$ cat src/rtl/button_debounce.sv
// button_debounce: raw button synchronizer and debounce FSM, one per button.
// Define BUTTON_DEBOUNCE_INVERT_EN for active-low raw inputs.
module button_debounce #(
  parameter int SYNC_STAGES     = 2,
  parameter int DEBOUNCE_CYCLES = 4
) (
  input  logic Clock,
  input  logic Reset,
  input  logic raw,
  output logic pressed,
  output logic busy
);

  localparam int CW = $clog2(DEBOUNCE_CYCLES + 1);
  localparam logic [CW-1:0] CNT_MAX = CW'(DEBOUNCE_CYCLES);

  // bit 1 = pressed, bit 0 = busy, so outputs come straight off flops
  typedef enum logic [1:0] {
    STABLE_LOW  = 2'b00,
    RISE_WAIT   = 2'b01,
    STABLE_HIGH = 2'b10,
    FALL_WAIT   = 2'b11
  } state_t;

  logic                   raw_in;
  logic [SYNC_STAGES-1:0] sync_q;
  logic                   sync;
  logic [CW-1:0]          cnt_q;
  logic [CW-1:0]          cnt_d;
  logic [CW-1:0]          cnt_inc;
  state_t                 state_q;
  state_t                 state_d;

`ifdef BUTTON_DEBOUNCE_INVERT_EN
  assign raw_in = ~raw;
`else
  assign raw_in = raw;
`endif

  // metastability chain; only the last stage is used
  always_ff @(posedge Clock) begin
    if (Reset) sync_q <= '0;
    else       sync_q <= {sync_q[SYNC_STAGES-2:0], raw_in};
  end

  assign sync    = sync_q[SYNC_STAGES-1];
  assign cnt_inc = (cnt_q == CNT_MAX) ? cnt_q : cnt_q + CW'(1);

  // state and counter registers
  always_ff @(posedge Clock) begin
    if (Reset) begin
      state_q <= STABLE_LOW;
      cnt_q   <= '0;
    end else begin
      state_q <= state_d;
      cnt_q   <= cnt_d;
    end
  end

  // next-state: time how long sync disagrees with the debounced level
  always_comb begin
    state_d = STABLE_LOW;
    cnt_d   = '0;
    case (state_q)
      STABLE_LOW: begin
        if (sync) begin
          state_d = RISE_WAIT;
          cnt_d   = CW'(1);
        end
      end
      RISE_WAIT: begin
        if (!sync) begin
          state_d = STABLE_LOW;
        end else if (cnt_q == CNT_MAX) begin
          state_d = STABLE_HIGH;
        end else begin
          state_d = RISE_WAIT;
          cnt_d   = cnt_inc;
        end
      end
      STABLE_HIGH: begin
        if (!sync) begin
          state_d = FALL_WAIT;
          cnt_d   = CW'(1);
        end else begin
          state_d = STABLE_HIGH;
        end
      end
      FALL_WAIT: begin
        if (sync) begin
          state_d = STABLE_HIGH;
        end else if (cnt_q == CNT_MAX) begin
          state_d = STABLE_LOW;
        end else begin
          state_d = FALL_WAIT;
          cnt_d   = cnt_inc;
        end
      end
      default: begin
        state_d = STABLE_LOW;
        cnt_d   = '0;
      end
    endcase
  end

  assign pressed = state_q[1];
  assign busy    = state_q[0];

endmodule

$ cat config.mk
export PLATFORM = sky130hd
export DESIGN_NAME = button_debounce
export DESIGN_NICKNAME = d
export VERILOG_FILES = /design/src/rtl/button_debounce.sv
export SDC_FILE = /design/constraint.sdc
export NUM_CORES = 1
export LEC_CHECK = 0
export BUFFER_PORTS_ARGS = -buffer_cell sky130_fd_sc_hd__buf_4
export CAP_MARGIN = 10
export CORE_AREA = 2 2 39 41
export CTS_BUF_LIST = sky130_fd_sc_hd__clkbuf_4
export DETAILED_ROUTE_END_ITERATION = 6
export DIE_AREA = 0 0 41 43
export SLEW_MARGIN = 15
export SYNTH_ARGS = -nofsm -noshare
export SYNTH_HDL_FRONTEND = slang
export SYNTH_SLANG_ARGS = --single-unit
$ cat constraint.sdc
create_clock -name Clock -period 1.65 [get_ports Clock]
set_clock_uncertainty 0.05 [all_clocks]
set_input_delay 0.0825 -clock Clock [delete_from_list [all_inputs] [get_ports Clock]]
set_output_delay 0.0825 -clock Clock [all_outputs]
set_load 0.05 [all_outputs]
Word-level counts from Yosys, hierarchy flattened
Index checks and enable logic that the tools add are counted.
{ "totals": {"elab_cells": 22, "register_bits": 7, "inputBits": 3} }
{ "classes": {"add_sub_neg": 1, "muxes": 13, "n_eq_ne": 4, "reduce_logical": 1} }
{ "ops": {"columns": ["op", "count"], "rows": [
  ["one-hot mux 3 bit (4 select lines)", 1],
  ["2-to-1 mux 3 bit", 3],
  ["2-to-1 mux 2 bit", 4],
  ["one-hot mux 2 bit (4 select lines)", 1],
  ["equality test 2 bit (second input constant)", 2],
  ["2-to-1 mux 1 bit", 4],
  ["adder 3 x 1 -> 3 bit (second input constant)", 1],
  ["equality test 3 bit (second input constant)", 1],
  ["equality test 2 x 1 -> 1 bit (second input constant)", 1],
  ["logical NOT 2 bit", 1]
]} }

Logic depth before layout (Yosys ltp)
Gate-level depths: netlist (run 1).
{ "depth": {"depth_word": 4, "mapped_depth": 4, "depth_no_buf": 4} }

Worst setup path after synthesis (run 1)
Ideal clock, no wire load.
{ "synth_path": {"kind": "register -> register", "from": "register cnt_q[0]", "to": "register cnt_q[2]", "required_ns": 1.497, "period_less_slack_ns": 1.329, "path_buffers": 0, "stages_incl_launch_ff": 5, "t_arrival_ns": 1.175, "setup_ns": 0.103, "setup_slack_ns": 0.321, "path_cell_list": "dfxtp_1 > inv_1 > ha_1 > or3b_1 > a2111oi_2"} }
{ "synth_between": {"elab_chain_cells": 4} }
{ "synth_rtl": {"columns": ["element", "line_no", "source"], "rows": [
  ["from (decl)", "28", "logic [CW-1:0] cnt_q;"],
  ["from (signal assigned)", "56", "cnt_q <= cnt_d;"],
  ["adder 3 x 1 -> 3 bit / equality test 3 bit (equally long branches)", "47, 74, 92", null],
  ["2-to-1 mux 3 bit *", "74, 92", null],
  ["2-to-1 mux 3 bit (on tied branches)", "90, 72", null],
  ["one-hot mux 3 bit (4 select lines) *", "64", "case (state_q)"]
]} }
Mark *: on every way between the ends. The rest lies on a longest branch, timed or not.
A chain may end at the register's enable or synchronous reset.

Final worst setup path (run 1)
Same ends and word-level chain as after synthesis.

==> flow_summary.ini, run 1 <==
[outcome]
outcome = completed

[layout]
antenna-diode-count = 0
instances_no_fill = 51
area.growth.synth_to_final_pct = 31.7
postLayoutCoreUtil_pct = 27.0
layout.nets = 41
drive_gt1_share_pct = 31.4
design_area_um2 = 374

[setup_path]
required_ns = 1.74
end_kind = register
critPathArrivalTime_ns = 1.48
path_class = reg2reg
startpoint_type = register
critical_path.max_fanout = 3

[sta]
setup_viol = 0
period_share_pct = 84.3
finalCriticalPeriod_ns = 1.39
whs_ns = 0.0130
hold_viol = 0
maxSlewViolCount = 0
rsz0062_at_grt = false
slew-limit-headroom_pct = 74.5
setup_tns_ns = 0
max_freq_mhz = 719
worstMarginPinSlew_ns = 0.380
setup_slack_ns = 0.258

[hold_path]
hold_class = in2reg

[synth]
synthFlopType = dfxtp_1
syn_avg_cell_area_um2 = 10.9
synthCells = 26
netlist_area_um2 = 284
synth_enable_flop_cells = 0
synth-seq-area-share_pct = 49.3
ys_ff_latch = 7
yosysWarnings = 0
yosys-top-cells-count = dfxtp_1 (7), inv_1 (4), ha_1 (2), nand2b_1 (2), nor2b_1 (2)
synthArstFlopShare_pct = 0
yosysTopAreaCell = dfxtp_1
syn_nets = 31
yosysMostFrequentCell = dfxtp_1
netlist.area_leader.share_pct = 49.3
ys_types = 14
synth_area_leaders = dfxtp_1 (49%), ha_1 (8.8%), a2111oi_2 (5.3%)

[pwr]
clkPwrFrac_pct = 46.7
p_switching_uw = 70.7
powerDensity_nw_per_um2 = 965
p_int_uw = 290
power_frac_comb_pct = 5.0
power_frac_seq_pct = 48.3
leakage_nw = 0.141
vdd_drop_max_mv = 0.385
p_sw_share_pct = 19.6
p_total_uw = 361

[floorplan]
num_io_pins = 5
core_area_um2 = 1380
initial_core_util_pct = 20.5
die_area_um2 = 1760
die_y_um = 43
dieWidth_um = 41
rows = 14

[grt]
grt_max_degree = 9
grt_use_total_pct = 6.75
grt.overflow.total = 0
grt_pass1_wl_um = 765
antenna_found_initial = 0
grt_pass1_vias = 204

[clock_network]
cts_buffers = 3
post_cts.repair.setup_buffers = 0
cts_max_level = 1
cts_tree = yes
cts_buffer_depth = 2
cts_sinks = 7
clk_pin_slew_ns = 0.05
root_buffer = clkbuf_4
clock_latency_ns = 0.24

[routing]
drc_errors = 0
drtIter0Drc = 0
drt_pass1_iterations = 1
antenna_left = 0
routed_wl_um = 413
wl_per_cell_um = 8.10
vias = 203
viasPerCell = 3.98

[placed_design]
post_dp_cell_area_um2 = 334
gp_congestion = 0.721
io_buffers = 4
dp_cells = 46
dp_slack_ns = 0.262

[job]
cap_violations = 0
cells in the final DEF, fill, tap and decap left out, types with 2 or more instances in the layout:
cell / n
dfxtp_1: 7
ha_1: 2
nand2b_1: 2
nor2b_1: 2
clkbuf_4: 4
buf_4: 4
inv_1: 4
power by group through the flow:
stage                     clock network (mW)  registers, mW  logic, mW
after floorplan                            0          0.180    0.00605
after global placement                     0          0.178     0.0163
after detailed placement                   0          0.178     0.0164
after CTS                              0.177          0.175     0.0182
after global routing                   0.182          0.175     0.0199
final                                  0.169          0.175     0.0180
flip-flops by register name (all words and copies together), names as in the netlist:
| name | cells |
|---|---|
| state_q | 2 |
| cnt_q | 3 |
| sync_q | 2 |
cell families (layout without fill, tap and decap cells):
| kind of cell | Yosys count | in the layout | share of synthesized area [%] |
|---|---|---|---|
| compound gates | 2 | 2 | 8.37 |
| xor+xnor | 1 | 1 | 3.08 |
| fa+ha+maj | 2 | 2 | 8.81 |
| buf+inv | 4 | 13 | 5.28 |
| flops | 7 | 7 | 49.3 |
| mux | 1 | 1 | 3.52 |
| simple gates | 9 | 9 | 21.6 |
worst max-delay path, cell delays in order, from the launching register on:
cell       delay (ns)
dfxtp_1          0.34
inv_1            0.05
ha_1             0.20
or3b_1           0.37
a2111oi_2        0.29
final timing paths:
| path | from | endpoint | slack [ns] | cells past startpoint |
|---|---|---|---|---|
| worst min register to register | sync_q[0] | sync_q[1] | 0.40 | 1 |
| worst max-delay path | cnt_q[0] | cnt_q[2] | 0.26 | 4 |
| worst max register to register | cnt_q[0] | cnt_q[2] | 0.26 | 4 |
| worst min-delay path | Reset | sync_q[0] | 0.01 | 2 |
area by class of cell:
cell class / instances / area, um^2
fillers: 153 / 1010
flip-flops and latches: 7 / 140
multi-input cells: 15 / 129
repair buffers: 5 / 40.0
clock buffers: 4 / 30.0
well taps: 16 / 20.0
inverters: 4 / 15.0
metal layers:
metal	share of wire (%)	vias to the layer above	GRT usage, %
li1	-	108	-
met1	43	91	7.17
met2	52	4	9.38
met3	4.8	0	1.57
met4	0	0	8.00
met5	0	-	0
repair_timing:
action / 4_1_cts / 5_1_grt
resized for setup: 0 / 0
hold buffers: 1 / 0
setup endpoints to repair: 0 / 0
endpoints found under the hold margin: 1 / 0
(Power assumes the default switching activity.)
==> run 2: changes to the inputs <==
ABC_AREA = 1   (was default)
clock period = 1.3 ns   (was 1.65 ns; I/O delays follow)
==> run 2 against run 1 <==
Effect of this change: total power is 27% higher; register-to-register slack better by 0.02 ns; critical path depth increased by 1.
==> flow_summary.ini, run 2 <==
[grt]
grt_pass1_wl_um = 765
grt_max_degree = 5
grt.overflow.total = 0
grt_pass1_vias = 213
grt_use_total_pct = 6.84
antenna_found_initial = 0

[layout]
top_register = cnt_q
ff_latch_area_um2 = 140
final_cell_mix = inv_1 (9), nand2_1 (7), nor2_1 (7), dfxtp_1 (7)
final_common_cell = inv_1
design_area_um2 = 382
antenna-diode-count = 0
multi_input_area_um2 = 104
nFillCells = 157
area.growth.synth_to_final_pct = 35.6
layout.nets = 54
drive_gt1_share_pct = 18.8
reg_top3 = cnt_q (3), state_q (2), sync_q (2)
largest_reg_flops = 3

[synth]
syn_nets = 43
yosys.area_share.simple_pct = 26.2
netlist_area_um2 = 282
synthAdderAreaFrac_pct = 8.89
syn_avg_cell_area_um2 = 7.41
netlist.area_leader.share_pct = 49.8
yosys-top-cells-count = inv_1 (9), dfxtp_1 (7), nand2_1 (7), nor2_1 (7), nand3_1 (3)
yosysWarnings = 0
synthMuxAreaShare_pct = 0
synth_enable_flop_cells = 0
synthCells = 38
yosysTopAreaCell = dfxtp_1
synth_xor_area_share_pct = 0
synthArstFlopShare_pct = 0
synth_compound_area_share_pct = 1.78
yosysMostFrequentCell = inv_1
ys_types = 9
synth-seq-area-share_pct = 49.8
synth_area_leaders = dfxtp_1 (50%), inv_1 (12%), nand2_1 (9.3%)
synth_top_family_by_area = simple AND/OR/NAND/NOR gates
synthFlopType = dfxtp_1
ys_ff_latch = 7

[setup_path]
critical_path.max_fanout = 3
end_kind = register
critPathArrivalTime_ns = 1.16
crit_chain = inv_1 > ha_1 > nand3_1 > nand3_1 > nor2_1
path_class = reg2reg
required_ns = 1.43
cpMostUsedCell = nand3_1
cpMaxStageDelayCell = dfxtp_1
cp_slowest_stage_delay_ns = 0.35
startpoint_type = register

[pwr]
powerDensity_nw_per_um2 = 1210
vdd_drop_max_mv = 0.315
leakage_nw = 0.200
p_total_uw = 460

[sta]
slew-limit-headroom_pct = 90.3
period_share_pct = 78.6
setup_viol = 0
setup_slack_ns = 0.278
finalCriticalPeriod_ns = 1.02
setup_tns_ns = 0
whs_ns = 0.356
worstMarginPinSlew_ns = 0.144
max_freq_mhz = 979
maxSlewViolCount = 0
hold_viol = 0
rsz0062_at_grt = false

[routing]
wl_per_cell_um = 7.02
drt_pass1_iterations = 4
routed_wl_um = 449
drc_errors = 0
vias = 225
antenna_left = 0
drtIter0Drc = 5
viasPerCell = 3.52

[clock_network]
cts_buffer_depth = 2
cts_sinks = 7
clock_latency_ns = 0.25
cts_max_level = 1
ctsResizeCount = 0
cts_tree = yes
cts_hold_buffers = 2
root_buffer = clkbuf_4
post_cts.repair.setup_buffers = 0
clk_pin_slew_ns = 0.05
cts_buffers = 3

[outcome]
outcome = completed

[placed_design]
post_dp_cell_area_um2 = 332
io_buffers = 4
dp_slack_ns = 0.277
hpwlAfterDp_um = 338
gp_congestion = 0.661

[floorplan]
die_y_um = 43
core_area_um2 = 1380
dieWidth_um = 41
rows = 14
initial_core_util_pct = 20.3
die_area_um2 = 1760
num_io_pins = 5

[job]
cap_violations = 0

[hold_path]
hold_class = reg2reg
==> run 2: critical path, delay by kind of cell (launching register included) <==
kind | cells | cell delay, ns
buffers and inverters | 1 | 0.05
flip-flops | 1 | 0.35
AND/OR/NAND/NOR | 3 | 0.33
adder cells (fa/ha/maj) | 1 | 0.19
==> run 2: cell type report <==
type                    instances  share of cell area (%)
multi-input cells              21                    27.2
inverters                      10                    9.84
repair buffers                  6                    13.1
clock buffers                   4                    7.87
well taps                      16                    5.25
flip-flops and latches          7                    36.7
==> run 2: report_power, final <==
part	total (mW)	leakage [nW]	switching, mW	internal, mW
Clock	0.215	0.0184	0.0777	0.138
Sequential	0.222	0.0570	0.00270	0.219
Combinational	0.0228	0.124	0.0108	0.0120
==> run 2: path summary, 6_finish.rpt <==
check | from | to | slack (ns) | cells after the start
max | cnt_q[0] | cnt_q[0] | 0.28 | 5
min | sync_q[0] | sync_q[1] | 0.36 | 2
max reg2reg | cnt_q[0] | cnt_q[0] | 0.28 | 5
min reg2reg | sync_q[0] | sync_q[1] | 0.36 | 2
==> run 2: through the flow <==
stage	utilization, %	std cells
after floorplan	-	38
after global placement	24.0	58
after detailed placement	24.0	58
after CTS	27.6	64
after global routing	27.6	64
final	27.6	64
==> run 2: cells by family (layout without fill, tap and decap cells) <==
group / Yosys count / in the layout
compound gates: 1 / 1
simple gates: 18 / 18
fa+ha+maj: 2 / 2
buf+inv: 10 / 20
flops: 7 / 7
==> run 2: layer usage <==
layer  track usage (%)  share of wire [%]
met3              3.14                5.3
met2              10.9                 50
met5                 0                  0
met4              4.00                  0
met1              6.80                 45
==> run 3: changes to the inputs <==
clock period = 0.9 ns   (was 1.3 ns; I/O delays follow)
==> run 3 against run 2 <==
Effect of this change: the flow now finishes with violations (negative setup slack); largest cell class is now multi-input combinational cells; total power increased by 45%; hold slack worse by 0.0045 ns; largest power group unchanged; sequential power is 42% higher.
==> flow_summary.ini, run 3 (synthesis results as in run 2) <==
[clock_network]
cts_buffers = 3
clock_latency_ns = 0.25
cts_buffer_depth = 2
clk_pin_slew_ns = 0.05
cts_sinks = 7
post_cts.repair.setup_buffers = 0
cts_max_level = 1
root_buffer = clkbuf_4
cts_tree = yes

[grt]
met3_usage_pct = 3.14
grt_use_total_pct = 7.15
grt_pass1_vias = 217
grt_use_met2_pct = 8.44
antenna_found_initial = 0
met1_usage_pct = 7.47
grt_pass1_wl_um = 745
grt.overflow.total = 0
busiest_layer = met4
grt_max_degree = 5

[setup_path]
end_kind = register
critical_path.max_fanout = 3
r2r_cells = 4
cpMaxStageDelayCell = dfxtp_4
cp-endpoint = cnt_q[2]
reg2reg_to = cnt_q[2]
cp_slowest_stage_delay_ns = 0.35
r2r_start = cnt_q[0]
crit_chain = ha_4 > or2_1 > nand2_1 > nor2_1
critPathArrivalTime_ns = 1.04
path_class = reg2reg
crit_start = cnt_q[0]
r2r_slack_ns = -0.04
required_ns = 1.00
startpoint_type = register

[layout]
drive_gt1_share_pct = 52.1
nFillCells = 140
area.growth.synth_to_final_pct = 62.2
reg_top3 = cnt_q (3), state_q (2), sync_q (2)
instances_no_fill = 64
largest_reg_flops = 3
postLayoutCoreUtil_pct = 33.0
final_common_cell = nor2_1
final_cell_mix = nor2_1 (6), inv_2 (5), inv_1 (5), nand2_1 (5), clkbuf_4 (4)
design_area_um2 = 457
antenna-diode-count = 0
top_register = cnt_q
layout.nets = 54

[sta]
max_freq_mhz = 1070
worstMarginPinSlew_ns = 0.152
setup_tns_ns = -0.0828
maxSlewViolCount = 0
slew-limit-headroom_pct = 89.8
setup_viol = 4
period_share_pct = 104
setup_slack_ns = -0.0375
rsz0062_at_grt = true
finalCriticalPeriod_ns = 0.938
hold_viol = 0

[outcome]
outcome = complete, but fails checks
violations = negative setup slack

[placed_design]
io_buffers = 4
dp_cells = 58
hpwlAfterDp_um = 338
gp_congestion = 0.682
post_dp_cell_area_um2 = 367
dp_slack_ns = -0.0336

[job]
cap_violations = 0

[floorplan]
die_y_um = 43
die_area_um2 = 1760
core_area_um2 = 1380
num_io_pins = 5
rows = 14
initial_core_util_pct = 20.3
dieWidth_um = 41

[routing]
routed_wl_um = 467
vias = 244
drtIter0Drc = 2
antenna_left = 0
viasPerCell = 3.81
wl_per_cell_um = 7.30
drt_pass1_iterations = 4
drc_errors = 0

[pwr]
p_int_uw = 530
power_frac_seq_pct = 47.3
vdd_drop_max_mv = 0.658
p_switching_uw = 137
powerDensity_nw_per_um2 = 1460
leakage_nw = 0.199
power_frac_comb_pct = 6.1
clkPwrFrac_pct = 46.6
p_sw_share_pct = 20.5

[hold_path]
hold_class = reg2reg
## run 3: changes by cell type in the layout (fill, tap and decap cells not counted), moves of 3 or more
cell / change
inv_2: +4
dfxtp_1: -4
inv_1: -4
nand3_1: -3
dfxtp_4: +3
## run 3: worst min path at each step
stage,depth (start not counted),from,end
floorplan,1,Reset,sync_q[0]
global placement,2,Reset,sync_q[1]
detailed placement,2,Reset,sync_q[1]
CTS,2,sync_q[0],sync_q[1]
global route,2,sync_q[0],sync_q[1]
finish,2,sync_q[0],sync_q[1]
## run 3: worst max-delay path, delay by kind of cell (launching register included)
kind / cells / cell delay [ns]
AND/OR/NAND/NOR: 3 / 0.28
flip-flops: 1 / 0.35
adder cells (fa/ha/maj): 1 / 0.15
## run 3: per-stage QoR
stage                     hold slack, ns  power, mW
final                              0.352      0.667
after global routing               0.372      0.709
after floorplan                   0.0662      0.340
after global placement             0.171      0.351
after detailed placement           0.174      0.352
after CTS                          0.352      0.682
## run 3: power groups by stage
stage	combinational, mW	clock (mW)	sequential [mW]
5_1_grt	0.0451	0.348	0.316
4_1_cts	0.0383	0.326	0.317
6_report	0.0409	0.311	0.316
3_3_place_gp	0.0289	0	0.323
3_5_place_dp	0.0297	0	0.323
2_1_floorplan	0.0136	0	0.326
## run 3: timing repair
action	CTS	global route
gates resized for setup	3	8
pin swaps	4	4
hold buffers	2	0
hold endpoints to repair	2	0
setup endpoints to repair	5	7
## run 3: per-layer routing
metal,routed length (um),part of all wire [%],vias to the layer above
li1,-,-,130
met1,223,48,107
met2,221,47,5
met3,14,3.0,2
met4,8,1.7,0
met5,0,0,-
## run 3: area by class of cell
type,instances,area (um^2),area share (%)
Multi-Input combinational cell,21,159,34.8
Tap cell,16,20.0,4.38
Clock buffer,4,30.0,6.58
Inverter,10,37.5,8.22
Timing Repair Buffer,6,57.6,12.6
Sequential cell,7,153,33.4
